<file path="src/rtl/conv_pkg.sv">
`default_nettype none
// ============================================================================
// Module      : conv_pkg
// Description : Shared types and constants for the conv PE feeder.
// Revision    : 1.0  initial release
// ============================================================================
package conv_pkg;

    localparam int KERNEL_TAPS = 9;
    localparam int DRAIN_CYC   = 2;

    typedef enum logic [2:0] {
        ST_IDLE   = 3'd0,
        ST_LOAD_W = 3'd1,
        ST_GAP    = 3'd2,
        ST_STREAM = 3'd3,
        ST_DRAIN  = 3'd4,
        ST_DONE   = 3'd5
    } state_t;

endpackage
`default_nettype wire

</file>
<file path="src/rtl/conv_pe_feeder.sv">
`default_nettype none
// ============================================================================
// Module      : conv_pe_feeder
// Description : Reads 9 kernel taps then a full feature map and feeds one PE.
// Revision    : 1.0  initial release
// ============================================================================
module conv_pe_feeder
    import conv_pkg::*;
#(
    parameter int WIDTH  = 9,
    parameter int IMG_W  = 12,
    parameter int IMG_H  = 8,
    parameter int ADDR_W = 7
) (
    input  logic              clk,
    input  logic              rst_n,
    input  logic              i_start,
    output logic              o_busy,
    output logic              o_done,
    output logic              o_wt_rd_en,
    output logic [3:0]        o_wt_addr,
    input  logic [WIDTH-1:0]  i_wt_rdata,
    output logic              o_img_rd_en,
    output logic [ADDR_W-1:0] o_img_addr,
    input  logic [WIDTH-1:0]  i_img_rdata,
    output logic [WIDTH-1:0]  o_weight_out,
    output logic              o_weight_valid,
    output logic [WIDTH-1:0]  o_data_out,
    output logic              o_data_valid,
    output logic              o_data_last,
    output logic              o_pe_rst_n
);

    localparam int                c_N          = IMG_W * IMG_H;
    localparam logic [ADDR_W-1:0] c_IMG_LAST   = ADDR_W'(c_N - 1);
    localparam logic [3:0]        c_WT_LAST    = 4'(KERNEL_TAPS - 1);
    localparam logic [1:0]        c_DRAIN_LAST = 2'(DRAIN_CYC - 1);

    state_t              r_state;
    logic                r_busy;
    logic                r_done;
    logic                r_wt_rd_en;
    logic [3:0]          r_wt_addr;
    logic                r_img_rd_en;
    logic [ADDR_W-1:0]   r_img_addr;
    logic [1:0]          r_drain_cnt;

    logic                r_wt_v1;
    logic                r_img_v1;
    logic                r_img_last1;
    logic                r_weight_valid;
    logic [WIDTH-1:0]    r_weight_out;
    logic                r_data_valid;
    logic [WIDTH-1:0]    r_data_out;
    logic                r_data_last;
    logic                r_pe_rst_n;

    // Sequencer: every read-side output is registered straight out of the FSM.
    always_ff @(posedge clk or negedge rst_n) begin
        if (!rst_n) begin
            r_state     <= ST_IDLE;
            r_busy      <= 1'b0;
            r_done      <= 1'b0;
            r_wt_rd_en  <= 1'b0;
            r_wt_addr   <= '0;
            r_img_rd_en <= 1'b0;
            r_img_addr  <= '0;
            r_drain_cnt <= '0;
        end else begin
            r_done <= 1'b0;
            case (r_state)
                ST_IDLE: begin
                    if (i_start) begin
                        r_state    <= ST_LOAD_W;
                        r_busy     <= 1'b1;
                        r_wt_rd_en <= 1'b1;
                        r_wt_addr  <= '0;
                    end
                end
                ST_LOAD_W: begin
                    if (r_wt_addr == c_WT_LAST) begin
                        r_state    <= ST_GAP;
                        r_wt_rd_en <= 1'b0;
                        r_wt_addr  <= '0;
                    end else begin
                        r_wt_addr <= r_wt_addr + 4'd1;
                    end
                end
                ST_GAP: begin
                    r_state     <= ST_STREAM;
                    r_img_rd_en <= 1'b1;
                    r_img_addr  <= '0;
                end
                ST_STREAM: begin
                    if (r_img_addr == c_IMG_LAST) begin
                        r_state     <= ST_DRAIN;
                        r_img_rd_en <= 1'b0;
                        r_img_addr  <= '0;
                        r_drain_cnt <= '0;
                    end else begin
                        r_img_addr <= r_img_addr + 1'b1;
                    end
                end
                ST_DRAIN: begin
                    if (r_drain_cnt == c_DRAIN_LAST) begin
                        r_state     <= ST_DONE;
                        r_done      <= 1'b1;
                        r_drain_cnt <= '0;
                    end else begin
                        r_drain_cnt <= r_drain_cnt + 2'd1;
                    end
                end
                ST_DONE: begin
                    r_state <= ST_IDLE;
                    r_busy  <= 1'b0;
                end
                default: begin
                    r_state     <= ST_IDLE;
                    r_busy      <= 1'b0;
                    r_wt_rd_en  <= 1'b0;
                    r_img_rd_en <= 1'b0;
                end
            endcase
        end
    end

    // Two-stage read pipeline: memory latency stage, then output register.
    always_ff @(posedge clk or negedge rst_n) begin
        if (!rst_n) begin
            r_wt_v1        <= 1'b0;
            r_img_v1       <= 1'b0;
            r_img_last1    <= 1'b0;
            r_weight_valid <= 1'b0;
            r_weight_out   <= '0;
            r_data_valid   <= 1'b0;
            r_data_out     <= '0;
            r_data_last    <= 1'b0;
            r_pe_rst_n     <= 1'b0;
        end else begin
            r_wt_v1        <= r_wt_rd_en;
            r_img_v1       <= r_img_rd_en;
            r_img_last1    <= r_img_rd_en && (r_img_addr == c_IMG_LAST);
            r_weight_valid <= r_wt_v1;
            r_weight_out   <= r_wt_v1 ? i_wt_rdata : '0;
            r_data_valid   <= r_img_v1;
            r_data_out     <= r_img_v1 ? i_img_rdata : '0;
            r_data_last    <= r_img_last1;
            // Last term bridges the one-cycle hole between tap 8 and pixel 0.
            r_pe_rst_n     <= r_wt_v1 | r_img_v1 |
                              (r_weight_valid & (r_state == ST_STREAM));
        end
    end

    assign o_busy         = r_busy;
    assign o_done         = r_done;
    assign o_wt_rd_en     = r_wt_rd_en;
    assign o_wt_addr      = r_wt_addr;
    assign o_img_rd_en    = r_img_rd_en;
    assign o_img_addr     = r_img_addr;
    assign o_weight_out   = r_weight_out;
    assign o_weight_valid = r_weight_valid;
    assign o_data_out     = r_data_out;
    assign o_data_valid   = r_data_valid;
    assign o_data_last    = r_data_last;
    assign o_pe_rst_n     = r_pe_rst_n;

endmodule
`default_nettype wire

</file>
<file path="config.mk">
export PLATFORM = sky130hd
export DESIGN_NAME = conv_pe_feeder
export DESIGN_NICKNAME = d
export VERILOG_FILES = /design/src/rtl/conv_pkg.sv /design/src/rtl/conv_pe_feeder.sv
export SDC_FILE = /design/constraint.sdc
export NUM_CORES = 1
export LEC_CHECK = 0
export CAP_MARGIN = 40
export CELL_PAD_IN_SITES_DETAIL_PLACEMENT = 0
export CELL_PAD_IN_SITES_GLOBAL_PLACEMENT = 1
export CORE_ASPECT_RATIO = 1.75
export CORE_MARGIN = 2
export CORE_UTILIZATION = 31
export DETAILED_ROUTE_END_ITERATION = 8
export GPL_TIMING_DRIVEN = 0
export PLACE_DENSITY = 0.79
export RECOVER_POWER = 25
export SETUP_SLACK_MARGIN = 0.4
export SLEW_MARGIN = 0
export SYNTH_ARGS = -nofsm -noshare
export SYNTH_HDL_FRONTEND = slang
export SYNTH_SLANG_ARGS = --single-unit
export TNS_END_PERCENT = 50
</file>
<file path="constraint.sdc">
create_clock -name clk -period 1.3 [get_ports clk]
set_clock_uncertainty 0.15 [all_clocks]
set_input_delay 0.26 -clock clk [delete_from_list [all_inputs] [get_ports clk]]
set_output_delay 0.26 -clock clk [all_outputs]
set_load 0.01 [all_outputs]
</file>
[Yosys cells after proc, flatten, opt, wreduce, memory -nomap -nowiden]
Cells that the tools add are included.
Cells by class
  add/subtract/negate cells: 3
  multiply operators: 0
  div/mod/pow operators: 0
  order comparisons: 0
  equal/unequal tests: 12
  shift-type cells: 0
  multiplexer cells: 23
  bitwise logic cells: 6
  reduce and logical (&&, ||, !) cells: 14
Operators with widths (number)
  two-way mux 9 bit: 2
  one-hot mux 3 bit (5 select lines): 1
  one-hot mux 7 bit (2 select lines): 1
  two-way mux 3 bit: 4
  OR reduction 4 bit: 3
  two-way mux 4 bit: 2
  inequality test 2 bit, second input constant: 4
  one-hot mux 4 bit (2 select lines): 1
  AND reduction 2 bit: 4
  adder 7 x 1 -> 7 bit, second input constant: 1
  == test 7 bit, second input constant: 1
  two-way mux 7 bit: 1
  == test 3 x 2 -> 1 bit, second input constant: 2
  == test 3 bit, second input constant: 2
  one-hot mux 1 bit (3 select lines): 2
  nonzero test 2 bit: 3
  two-way mux 1 bit: 5
  adder 4 x 1 -> 4 bit, second input constant: 1
  == test 4 bit, second input constant: 1
  two-way mux 2 bit: 2
  one-hot mux 2 bit (2 select lines): 1
  AND reduction 4 bit: 1
  == test 3 x 1 -> 1 bit, second input constant: 1
  logical NOT 3 bit: 1
  other kinds (8): 11
Word-level totals
  register bits after elaboration: 45
  bits in latches: 0
  RAM bits: 0
  memory bits (read-only): 0
  input bits: 21
  output and inout bits: 37
  word-level logic and storage cells: 75
  memories kept: 0

[Logic depth before layout (Yosys ltp)]
  word-level depth: 4
  mapped depth: 6

[Worst setup path before layout]
Ideal clock, no wire load.
  path type: reg2reg
  start point: register r_img_addr[0] (netlist: o_img_addr[0])
  end point: register r_img_addr[6] (netlist: o_img_addr[6])
  arrival time: 1303 ps
  data required time: 1067 ps
  setup slack: -236 ps
  cell stages (with the launch flop): 5
  period minus slack after synthesis: 1536 ps
  cells stage by stage: dfrtp_1 ha_1 nand4_1 or4b_1 o21ai_0
On the way
  longest elaborated chain between the ends: 3
Ends and longest elaborated chain
  from (decl): RTL line conv_pe_feeder.sv:45  | logic [ADDR_W-1:0] r_img_addr;
  from (signal assigned): RTL line conv_pe_feeder.sv:101  | r_img_addr <= r_img_addr + 1'b1;
  adder 7 x 1 -> 7 bit / == test 7 bit (equally long branches): RTL line conv_pe_feeder.sv:101, conv_pe_feeder.sv:95
  two-way mux 7 bit (*): RTL line conv_pe_feeder.sv:95  | if (r_img_addr == c_IMG_LAST) begin
  one-hot mux 7 bit (2 select lines) (*): RTL line conv_pe_feeder.sv:71  | case (r_state)
Mark *: on every way between the ends. The rest lies on a longest branch, timed or not.
A chain may end at the register's enable or synchronous reset.

[Final worst setup path]
  start point: register r_state[1]
  end point: register r_img_addr[6] (netlist: o_img_addr[6])
On the way
  longest elaborated chain between the ends: 2
Ends and longest elaborated chain
  from (decl): RTL line conv_pe_feeder.sv:39  | state_t r_state;
  from (signal assigned): RTL line conv_pe_feeder.sv:61  | r_state <= ST_IDLE;
  from (signal assigned): RTL line conv_pe_feeder.sv:74  | r_state <= ST_LOAD_W;
  from (signal assigned): RTL line conv_pe_feeder.sv:82  | r_state <= ST_GAP;
  == test 3 x 2 -> 1 bit: RTL line conv_pe_feeder.sv:71
  one-hot mux 7 bit (2 select lines) / nonzero test 2 bit (equally long branches)
Several ways; a longest one is shown, not always the timed one.

==> summary.md <==
| Metric | Value |
|---|---|
| CTS Buf Count | `5` |
| Worst-margin pin slew | `just over 0.5 ns` |
| WL/cell | `14.6 µm` |
| Antenna violations before repair | `0` |
| R2R setup slack | `-0.22 ns` |
| # DRC | `0` |
| ANT cells | `0` |
| Commonest cells after routing, fill and taps aside | `dfrtp_1, buf_4, buf_6` |
| Via/cell ratio | `4.78` |
| H-tree levels | `2` |
| Met3 WL post-DR | `326 µm` |
| Layout overhead on the synthesized area | `74.7%` |
| Die Ht | `104 µm` |
| Fillers | `about 490` |
| Distinct cell type count after synthesis | `33` |
| Syn Area/Cell | `11.5 µm²` |
| Critical path fanouts, max | `6` |
| Worst Path Arrival | `~1.6 ns` |
| Period utilization | `117%` |
| Boundary Pins | `slightly below 60` |
| Initial detailed-routing violation count | `60` |
| RSZ-0062 raised after global routing | `true` |
| Post-synthesis cell area | `between 1500 and 2000 µm²` |
| Failing checks | `negative hold slack, negative setup slack` |
| Final setup viols | `24` |
| Routability cong. | `0.743` |
| Die W | `61.2 µm` |
| Worst-skew pair later-pin latency | `0.30 ns` |
| DR pass1 iterations | `4` |
| CP Launch Type | `flip-flop` |
| Nets | `285` |
| CTS root buf | `clkbuf_8` |
| Grt ovf | `0` |
| Leakage | `0.00145 µW` |
| Post-synth EDFFs | `0` |
| Fin. Hold Viols | `8` |
| #FFs+latches synth | `45` |
| Crit path kind | `flip-flop to flip-flop` |
| First-pass GRT wire length | `around 7.2 mm` |
| Detailed placement HPWL | `2.77 mm` |
| Worst slew margin | `between 60% and 70%` |
| Total Wirelength | `4.94 mm` |
| Max Freq | `between 600 and 700 MHz` |
| Status | `complete, but fails checks` |
| # clock sinks | `45` |
| Clock Tree Buf Depth | `2` |
| # rows | `36` |
| Vias in the first global route | `1,590` |
| I/O Buffers | `57` |
| Clock slew at reported path FFs | `~0.090 ns` |
| Crit path time final | `1.52 ns` |
| TritonCTS clock tree | `built` |
| Maxcap violations | `0` |
| Worst hold margin | `-0.269 ns` |
| Util after Layout | `56.0%` |
| Top Layer Used | `met4` |
| Slew Viols, Final | `0` |
| Sequential-to-total area share from yosys stat | `a little under two thirds` |
| Post-Syn Nets | `179` |
| Req. time, crit path | `1.39 ns` |
| Core outline area | `5540 µm²` |
| Maximum VDD drop | `0.525 mV` |
| Post-route antenna net violation count | `0` |
| Cells after Synth | `between 150 and 200` |
| Commonest non-fill, non-tap cell in the layout | `dfrtp_1` |
| Final worst setup slack | `-0.220 ns` |
| FFs w/ async S/R, synth | `between 90% and 100%` |
| Yosys warnings | `0` |
| Hold crit path type | `input port to asynchronous set/reset pin` |
| Initial Util | `32.1%` |
| Power per cell area | `913 nW/µm²` |
| Via count of the routed design | `1,617` |
| GRT Total Usage | `14.8%` |
| Met1 Wirelength | `1.85 mm` |
| Share of post-route cells with drive strength above 1 | `approximately 56%` |
| Top FF cell, synth | `dfrtp_1` |
| Crit. End Element | `flip-flop` |
| Met2 Wirelength | `about 2.6 mm` |
| Die area | `6380 µm²` |
| Largest net degree at the start of global routing | `38` |
## area by class of cell
cell class	instances	area (µm²)	share of cell area (%)
timing repair buffer	99	830	26.7
buffer	4	48.8	1.57
multi-input combinational	100	823	26.5
sequential	45	1140	36.7
tap	76	95.1	3.06
clock inverter	3	68.8	2.22
clock buffer	5	68.8	2.22
inverter	6	31.3	1.01
## registers in the layout, indices dropped and copies added (netlist names), 2 cells and up
| register | flops |
|---|---|
| r_drain_cnt | 2 |
| o_wt_addr | 4 |
| r_state | 3 |
| o_data_out | 9 |
| o_img_addr | 7 |
| o_weight_out | 9 |
## kinds of logic (layout without fill, tap and decap cells)
| kind of cell | after synthesis | count (layout) | share of synthesized area [%] |
|---|---|---|---|
| compound gates | 34 | 34 | 11.5 |
| mux | 1 | 1 | 0.563 |
| fa+ha+maj | 3 | 3 | 2.11 |
| simple gates | 62 | 62 | 19.4 |
| flops | 45 | 45 | 63.4 |
| buf+inv | 10 | 117 | 3.10 |
## through the flow
step	area (µm²)	worst slack, ns	setup TNS (ns)	std cells	power, µW
finish	3100	-0.220	-2.68	338	2830
floorplan	1790	-0.136	-1.10	155	1460
global route	3100	-0.303	-4.01	338	2920
global placement	2460	-1.60	-70.94	288	1580
CTS	2780	-0.221	-2.64	324	2850
detailed placement	2470	-0.404	-6.25	289	1590
## critical path: stages (launching register included)
cell	delay, ns
dfrtp_1	0.36
buf_6	0.13
nor2b_4	0.18
nand2_4	0.07
or4b_1	0.49
o21ai_1	0.08
## report_power, final
| group | switching (µW) | internal (µW) | total, µW |
|---|---|---|---|
| Sequential | 3.62 | 1410 | 1420 |
| Combinational | 53.7 | 81.5 | 135 |
| Clock | 509 | 774 | 1280 |
| Total | 566 | 2270 | 2830 |
## routing by layer
metal / vias up / global-route usage (%)
li1: 745 / -
met1: 794 / 16.0
met2: 65 / 25.0
met3: 13 / 4.23
met4: 0 / 6.99
met5: - / 0
## worst paths after layout
kind                       cells past startpoint              startpoint                        end
setup / recovery                               5  r_state[1]$_DFFE_PN0P_  o_img_addr[6]$_DFFE_PN0P_
hold / removal                                 1                   rst_n  o_img_addr[6]$_DFFE_PN0P_
min in group clk                               0   r_img_last1$_DFF_PN0_      o_data_last$_DFF_PN0_
max in group asynchronous                      2                   rst_n         r_img_v1$_DFF_PN0_
hold reg to reg                                0   r_img_last1$_DFF_PN0_      o_data_last$_DFF_PN0_
setup reg to reg                               5  r_state[1]$_DFFE_PN0P_  o_img_addr[6]$_DFFE_PN0P_
## repair_timing
item / CTS / global route
endpoints found under the hold margin: 45 / 45
pin swaps: 9 / 32
gates resized for setup: 197 / 64
setup buffers: 27 / 14
endpoints found under the setup margin: 77 / 77
## cell usage after synthesis (2+ instances only)
master / number / share of area (%)
a21oi_1: 7 / 2.0
a22o_1: 2 / 0.99
and2_1: 18 / 6.3
buf_6: 2 / 1.3
dfrtp_1: 45 / 63
ha_1: 3 / 2.1
inv_1: 6 / 1.3
nand2_1: 13 / 2.7
nand3_1: 5 / 1.4
nand4_1: 4 / 1.4
nor2_1: 10 / 2.1
nor3_1: 2 / 0.56
nor3b_1: 2 / 0.84
o21ai_0: 15 / 4.2
o22ai_1: 3 / 1.1
Note: power is estimated with default switching activity, not from simulation.
